**src/rtl/prim_flop_rd_ser_pkg.sv**
```systemverilog
// Shared types and sizing helpers for the flop-register read serializer.
// Beat order is selected in the top by PRIM_FLOP_RD_SER_MSB_FIRST_EN.
package prim_flop_rd_ser_pkg;

  typedef enum logic [0:0] {
    RdSerIdle = 1'b0,
    RdSerSend = 1'b1
  } rd_ser_state_e;

  function automatic int unsigned num_beats(input int unsigned width,
                                            input int unsigned beat_width);
    return (width + beat_width - 1) / beat_width;
  endfunction

  // A beat counter still needs one bit when there is only a single beat.
  function automatic int unsigned idx_width(input int unsigned beats);
    return (beats > 1) ? $clog2(beats) : 1;
  endfunction

endpackage

```
**src/rtl/prim_flop_rd_ser_hold.sv**
```systemverilog
// Snapshot register for the read serializer: loads the zero-extended source
// value when a request is accepted and holds it for the whole transfer.
module prim_flop_rd_ser_hold
  import prim_flop_rd_ser_pkg::*;
#(
  parameter int unsigned HoldWidth = 32
) (
  input  logic                 clk_i,
  input  logic                 rst_ni,
  input  logic                 load,
  input  logic [HoldWidth-1:0] d,
  output logic [HoldWidth-1:0] q
);

  // NOTE: sequential state is written with non-blocking assignments so every
  // flop samples the pre-edge value of its inputs regardless of block order.
  always_ff @(posedge clk_i or negedge rst_ni) begin
    if (!rst_ni) begin
      q <= '0;
    end else if (load) begin
      q <= d;
    end
  end

endmodule

```
**src/rtl/prim_flop_rd_serializer.sv**
```systemverilog
// Snapshots a Width-bit register on request and streams it out as NumBeats
// BeatWidth-bit beats over valid/ready. Define PRIM_FLOP_RD_SER_MSB_FIRST_EN
// to emit the most-significant beat first.
module prim_flop_rd_serializer
  import prim_flop_rd_ser_pkg::*;
#(
  parameter int unsigned Width     = 32,
  parameter int unsigned BeatWidth = 8
) (
  input  logic                 clk_i,
  input  logic                 rst_ni,
  input  logic                 req_i,
  input  logic [Width-1:0]     d_i,
  output logic                 busy_o,
  output logic                 beat_valid_o,
  input  logic                 beat_ready_i,
  output logic [BeatWidth-1:0] beat_data_o,
  output logic                 beat_last_o,
  output logic                 done_o,
  output logic                 req_err_o
);

  localparam int unsigned NumBeats  = num_beats(Width, BeatWidth);
  localparam int unsigned HoldWidth = NumBeats * BeatWidth;
  localparam int unsigned IdxWidth  = idx_width(NumBeats);

  localparam logic [IdxWidth-1:0] LastIdx = IdxWidth'(NumBeats - 1);

  localparam logic [0:0] StIdle = RdSerIdle;
  localparam logic [0:0] StSend = RdSerSend;

  if (Width < 1) begin : gen_bad_width
    $error("Width must be at least 1");
  end
  if (BeatWidth < 1 || BeatWidth > Width) begin : gen_bad_beat_width
    $error("BeatWidth must be in 1..Width");
  end

  logic [0:0]          state_q;
  logic [IdxWidth-1:0] beat_idx_q;
  logic                done_q;
  logic                load;
  logic                handshake;
  logic [HoldWidth-1:0] d_ext;
  logic [HoldWidth-1:0] hold_q;
  logic [BeatWidth-1:0] beat_cur;

  assign d_ext = HoldWidth'(d_i);
  assign load  = (state_q == StIdle) & req_i;

  prim_flop_rd_ser_hold #(
    .HoldWidth(HoldWidth)
  ) u_hold (
    .clk_i (clk_i),
    .rst_ni(rst_ni),
    .load  (load),
    .d     (d_ext),
    .q     (hold_q)
  );

  // Beat selection: the counter always runs 0..NumBeats-1; only the slice it
  // addresses depends on the configured order.
  if (NumBeats == 1) begin : gen_single_beat
    assign beat_cur = hold_q;
  end else begin : gen_multi_beat
    logic [NumBeats-1:0][BeatWidth-1:0] beats;
    logic [IdxWidth-1:0]                sel;

    assign beats = hold_q;

    // NOTE: every signal written in always_comb gets a value on every path,
    // otherwise synthesis infers a latch to remember the old value.
    always_comb begin
`ifdef PRIM_FLOP_RD_SER_MSB_FIRST_EN
      sel = LastIdx - beat_idx_q;
`else
      sel = beat_idx_q;
`endif
    end

    assign beat_cur = beats[sel];
  end

  assign busy_o       = (state_q == StSend);
  assign beat_valid_o = busy_o;
  assign beat_data_o  = busy_o ? beat_cur : '0;
  assign beat_last_o  = busy_o & (beat_idx_q == LastIdx);
  assign req_err_o    = busy_o & req_i;
  assign done_o       = done_q;
  assign handshake    = beat_valid_o & beat_ready_i;

  always_ff @(posedge clk_i or negedge rst_ni) begin
    if (!rst_ni) begin
      state_q    <= StIdle;
      beat_idx_q <= '0;
      done_q     <= 1'b0;
    end else begin
      done_q <= 1'b0;
      case (state_q)
        StIdle: begin
          if (req_i) begin
            state_q    <= StSend;
            beat_idx_q <= '0;
          end
        end
        StSend: begin
          if (handshake) begin
            if (beat_last_o) begin
              state_q    <= StIdle;
              beat_idx_q <= '0;
              done_q     <= 1'b1;
            end else begin
              beat_idx_q <= beat_idx_q + IdxWidth'(1);
            end
          end
        end
        default: begin
          state_q    <= StIdle;
          beat_idx_q <= '0;
        end
      endcase
    end
  end

endmodule

```
**config.mk**
```make
export PLATFORM = sky130hd
export DESIGN_NAME = prim_flop_rd_serializer
export DESIGN_NICKNAME = d
export VERILOG_FILES = /design/src/rtl/prim_flop_rd_ser_pkg.sv /design/src/rtl/prim_flop_rd_ser_hold.sv /design/src/rtl/prim_flop_rd_serializer.sv
export SDC_FILE = /design/constraint.sdc
export NUM_CORES = 1
export LEC_CHECK = 0
export ABC_AREA = 1
export CORE_MARGIN = 2
export CORE_UTILIZATION = 23
export CTS_BUF_LIST = sky130_fd_sc_hd__clkbuf_8
export CTS_CLUSTER_DIAMETER = 50
export DETAILED_ROUTE_END_ITERATION = 10
export HOLD_SLACK_MARGIN = 0.15
export PLACE_DENSITY = 0.42
export SLEW_MARGIN = 30
export SYNTH_ARGS = -nofsm -noshare
export SYNTH_HDL_FRONTEND = slang
export SYNTH_HIERARCHICAL = 1
export SYNTH_SLANG_ARGS = --single-unit
```
**constraint.sdc**
```tcl
create_clock -name clk_i -period 1.1 [get_ports clk_i]
set_input_delay 0.22 -clock clk_i [delete_from_list [all_inputs] [get_ports clk_i]]
set_output_delay 0.22 -clock clk_i [all_outputs]
set_load 0.02 [all_outputs]
```
==> results of run 1 <==
per-stage QoR:
step,hold slack (ns),setup slack [ns],cells
after floorplan,-0.0756,-0.141,254
after global placement,0.459,-0.702,419
after detailed placement,0.461,-0.729,419
after CTS,0.308,-0.531,437
after global routing,0.311,-0.625,439
final,0.298,-0.559,439
where the power goes:
| part | internal (mW) | leakage [nW] | switching (mW) |
|---|---|---|---|
| sequential | 1.93 | 0.446 | 0.478 |
| combinational | 2.62 | 1.13 | 2.84 |
| clock | 0.559 | 0.0503 | 0.499 |
| total | 5.11 | 1.63 | 3.82 |
per-layer routing:
metal / track usage [%] / wire length, µm
met1: 19.1 / 2830
met2: 22.1 / 2850
met3: 2.69 / 201
met4: 4.29 / 57
met5: 0 / 0
logic make-up after synthesis:
family | after synthesis | synth area share [%]
AOI/OAI and AO/OA | 12 | 3.19
adders and majority gates | 1 | 0.650
buffers and inverters | 53 | 16.3
DFF | 36 | 46.8
and+or+nand+nor | 152 | 33.0
state kept, by name (all words and copies together) (netlist names):
| register | flops |
|---|---|
| beat_idx_q | 2 |
| u_hold/q | 32 |
| done_o | 1 |
| beat_valid_o | 1 |
worst max-delay path, cell delays in order (launching register included):
cell,delay (ns)
dfrtp_2,0.49
clkbuf_16,0.20
nand2_1,0.09
nand3_2,0.09
a21oi_4,0.16
buf_6,0.13
cell type report:
class | instances | area, µm² | share of cell area [%]
inverter | 41 | 176 | 5.37
timing repair buffer | 82 | 875 | 26.6
sequential | 36 | 903 | 27.5
timing repair inverter | 3 | 56.3 | 1.71
multi-input combinational | 165 | 1050 | 31.9
tap | 105 | 131 | 4.00
clock buffer | 7 | 96.3 | 2.93
worst paths after layout:
check	start	end	slack, ns
max in group asynchronous	rst_ni	u_hold/q[5]	0.60
worst min-delay path	rst_ni	beat_valid_o	0.30
worst max-delay path	beat_idx_q[0]	beat_data_o[4]	-0.56
worst max register to register	beat_valid_o	u_hold/q[8]	-0.19
min in group clk_i	req_i	beat_valid_o	0.45
worst min register to register	u_hold/q[19]	u_hold/q[19]	0.49
cells in the mapped netlist (all sizes together):
library cell	count	area share [%]
o22ai	1	0.33
clkbuf	3	2.1
ha	1	0.65
nor2	3	0.59
nand3	16	4.2
buf	9	5.5
nand2	133	28
inv	40	8.5
clkinv	1	0.19
dfrtp	36	47
o21ai	3	0.78
a21oi	8	2.1
timing repair:
item / 4_1_cts / 5_1_grt
setup endpoints to repair: 49 / 48
resized for setup: 132 / 48
cloned: 5 / 1
setup buffers: 6 / 2
pin swaps: 20 / 17
endpoints found under the hold margin: 0 / 0
==> metrics, run 1 <==
Clock transition at path regs=0.08 ns; number of H-tree levels=2; filler instances=850; share of cells above drive strength 1=between 40% and 50%; part of the Yosys area used for sequential elements=between 40 and 50%; drt initial violations=slightly above 50; peak supply drop=about 1.3 mV; largest net degree at the start of global routing=37; YS warnings=6; fin crit share=151%; CORE AREA=8180 µm²; DP Wirelength=roughly 3.5 mm; PD cells=around 2700 nW/µm²; TritonCTS buffer count=5; PnR worst setup slack=-0.559 ns; total number of vias=between 1.5k and 2k; Post-DRT Antenna Nets=0; first-pass GRT wire length=~9.5 mm; Slew @ Worst Pin=around 0.25 ns; leakage power=about 1.6 nW; Root Buffer=clkbuf_8; unrepaired setup endpoints after global routing=true; die area=between 9000 and 10000 µm²; worst skew pair latency=~0.29 ns; Netlist cell types=18; Synth Instances=254; HP Class=input port to asynchronous set/reset pin; P&R area growth vs syn=70.9%; DRC Markers=0; Die Wd=between 90 and 100 µm; DR vias/cell=roughly 4.2; fin area=3290 µm²; wire per inst=13.5 µm; flops & latches, synth=36; critical path endpoint category=output port; Total Routed Length=5.94 mm; CP Launch Type=flop; CTS tree=built; Final GP Congestion=slightly below 0.8; # diodes=0; # IOs=49; number of cell rows=33; synthesized net count=291; FF-to-FF path depth=7; failing checks=setup timing; aggregate negative setup slack=-10.60 ns; Worst Skew=about 0.0064 ns; max-slew violation count=0; commonest non-fill, non-tap cell in the layout=nand2_1; Max clock buf depth=2; fmax=between 600 and 700 MHz; dpl cell area=~2700 µm²; vias in the first global route=between 1.5k and 2k; Overflow after GRT=0; Tot Pwr=about 8.9 mW; Tot GR Track Use=13.9%; initial core utilization=around a quarter; synthesized area=1920 µm²; CP max FO=8; Hold Buf Count CTS=0; fin nets=~370; final setup vio count=between 40 and 50; clk sink count=36; Die Y=roughly 95 µm; CP Class=flop to output port; initial antenna violation count=0; max cap viols=0; drt pass-1 iters=4; Avg Cell Area, Syn=7.58 µm²; Post-Route Utilization=between 40 and 50%; Slew HR=between 80% and 90%; most frequent cells in the layout=nand2_1, nand2_2, inv_1, dfrtp_1, clkdlybuf4s50_1; outcome=finished with violations; Final min period=~1.7 ns; Critical Path AT=~1.4 ns; WP data required=around 0.88 ns; Final Hold Viols=0; PortBufs=48
(Power assumes the default switching activity.)
==> run 2: changes to the inputs <==
- CORE_MARGIN: 2 -> unset
==> metrics, run 2 (same netlist as run 1, synthesis figures left out) <==
HP Class=input port to asynchronous set/reset pin; leakage power=1.72 nW; Final min period=1.66 ns; Die Y=slightly above 90 µm; Slew HR=a little over four fifths; Overflow after GRT=0; fin area=3450 µm²; Max clock buf depth=2; Hold Buf Count CTS=0; area of the multi-input gates=roughly 1200 µm²; Worst Skew=0.00441 ns; PnR worst setup slack=-0.555 ns; clk sink count=36; CTS tree=built; Total Routed Length=roughly 6 mm; register area=roughly 900 µm²; share of cells above drive strength 1=51.8%; Clock transition at path regs=~0.070 ns; final setup vio count=48; CORE AREA=a little under 8000 µm²; filler instances=about 800; Post-Route Utilization=between 40 and 50%; Reg with most FFs=u_hold/q; outcome=finished with violations; peak supply drop=between 1 and 1.5 mV; max cap viols=0; Tot GR Track Use=between 10% and 20%; fin crit share=150%; drt pass-1 iters=4; Critical Path AT=about 1.4 ns; vias in the first global route=approximately 1.9k; commonest non-fill, non-tap cell in the layout=nand2_2; largest net degree at the start of global routing=37; number of cell rows=32; most frequent cells in the layout=nand2_2, nand2_1, inv_1, dfrtp_1, clkdlybuf4s50_1; die area=8740 µm²; Final GP Congestion=about 0.76; wire per inst=roughly 14 µm; DR vias/cell=about 4.2; dpl cell area=around 2700 µm²; Final Hold Viols=0; CP max FO=8; number of H-tree levels=2; initial core utilization=24.3%; WP data required=~0.88 ns; TritonCTS buffer count=5; # diodes=0; dpl cells=approximately 410; worst skew pair latency=a little under 0.3 ns; initial antenna violation count=0; fmax=604 MHz; CP Class=flop to output port; Root Buffer=clkbuf_8; first-pass GRT wire length=9.73 mm; drt initial violations=48; DP Wirelength=3.60 mm; PD cells=~2700 nW/µm²; CP Launch Type=flop; PortBufs=48; P&R area growth vs syn=79.3%; fin nets=370; Post-DRT Antenna Nets=0; # IOs=roughly 50; Finished Layout Cells=around 440; total number of vias=between 1.5k and 2k; critical path endpoint category=output port; Die Wd=between 90 and 100 µm; DRC Markers=0; largest registers=u_hold/q: 32 flops, beat_idx_q: 2 flops; failing checks=setup timing; worst hold slack=between 0.3 and 0.4 ns; max reg flops=32; max-slew violation count=0; unrepaired setup endpoints after global routing=true; Slew @ Worst Pin=approximately 0.23 ns
[run 2: per-stage QoR]
| step | setup WS (ns) | total power, mW | TNS, ns |
|---|---|---|---|
| 2_1_floorplan | -0.141 | 5.05 | -1.84 |
| 6_report | -0.555 | 9.27 | -14.17 |
| 4_1_cts | -0.537 | 8.77 | -12.79 |
| 5_1_grt | -0.596 | 9.91 | -16.21 |
| 3_3_place_gp | -0.710 | 6.65 | -21.36 |
| 3_5_place_dp | -0.717 | 6.69 | -21.39 |
[run 2: per-layer routing]
layer	GRT usage [%]	up-vias	wire length, µm
li1	-	908	-
met3	3.01	11	226
met2	23.4	41	3000
met4	5.77	0	157
met1	19.9	876	2640
met5	0	-	0
[run 2: final timing paths]
check                         startpoint        endpoint  slack [ns]  depth (start not counted)
max                        beat_idx_q[0]  beat_data_o[2]       -0.56                          5
min                               rst_ni          done_o        0.30                          2
max reg2reg                 beat_valid_o    u_hold/q[12]       -0.31                          8
min reg2reg                 u_hold/q[29]    u_hold/q[29]        0.48                          2
max in group asynchronous         rst_ni     u_hold/q[5]        0.58                          2
min in group clk_i                 req_i    beat_valid_o        0.42                          4
[run 2: power breakdown]
part           internal [mW]  total [mW]  switching [mW]
Combinational           2.85        5.88            3.03
Clock                  0.493       0.989           0.496
Sequential              1.93        2.40           0.473
Total                   5.27        9.27            4.00
[run 2: final cells by class]
type                            instances  area share [%]
Inverter                               41            5.19
Clock buffer                            6            2.39
Tap cell                              102            3.70
Multi-Input combinational cell        165            33.7
Sequential cell                        36            26.2
Timing Repair Buffer                   81            26.9
Timing Repair inverter                  3            1.63
Clock inverter                          2           0.218
[run 2: worst max-delay path: stages, from the launching register on]
cell and delay (ns):
dfrtp_2 0.49, clkbuf_16 0.20, nand2_2 0.07, nand3_2 0.08, a21oi_4 0.16, buf_6 0.13
[run 2: repair_timing]
| item | in CTS | in global routing |
|---|---|---|
| gates resized for setup | 157 | 59 |
| gates cloned | 6 | 0 |
| pin swaps | 35 | 20 |
| setup endpoints to repair | 49 | 48 |
| buffers inserted | 7 | 2 |
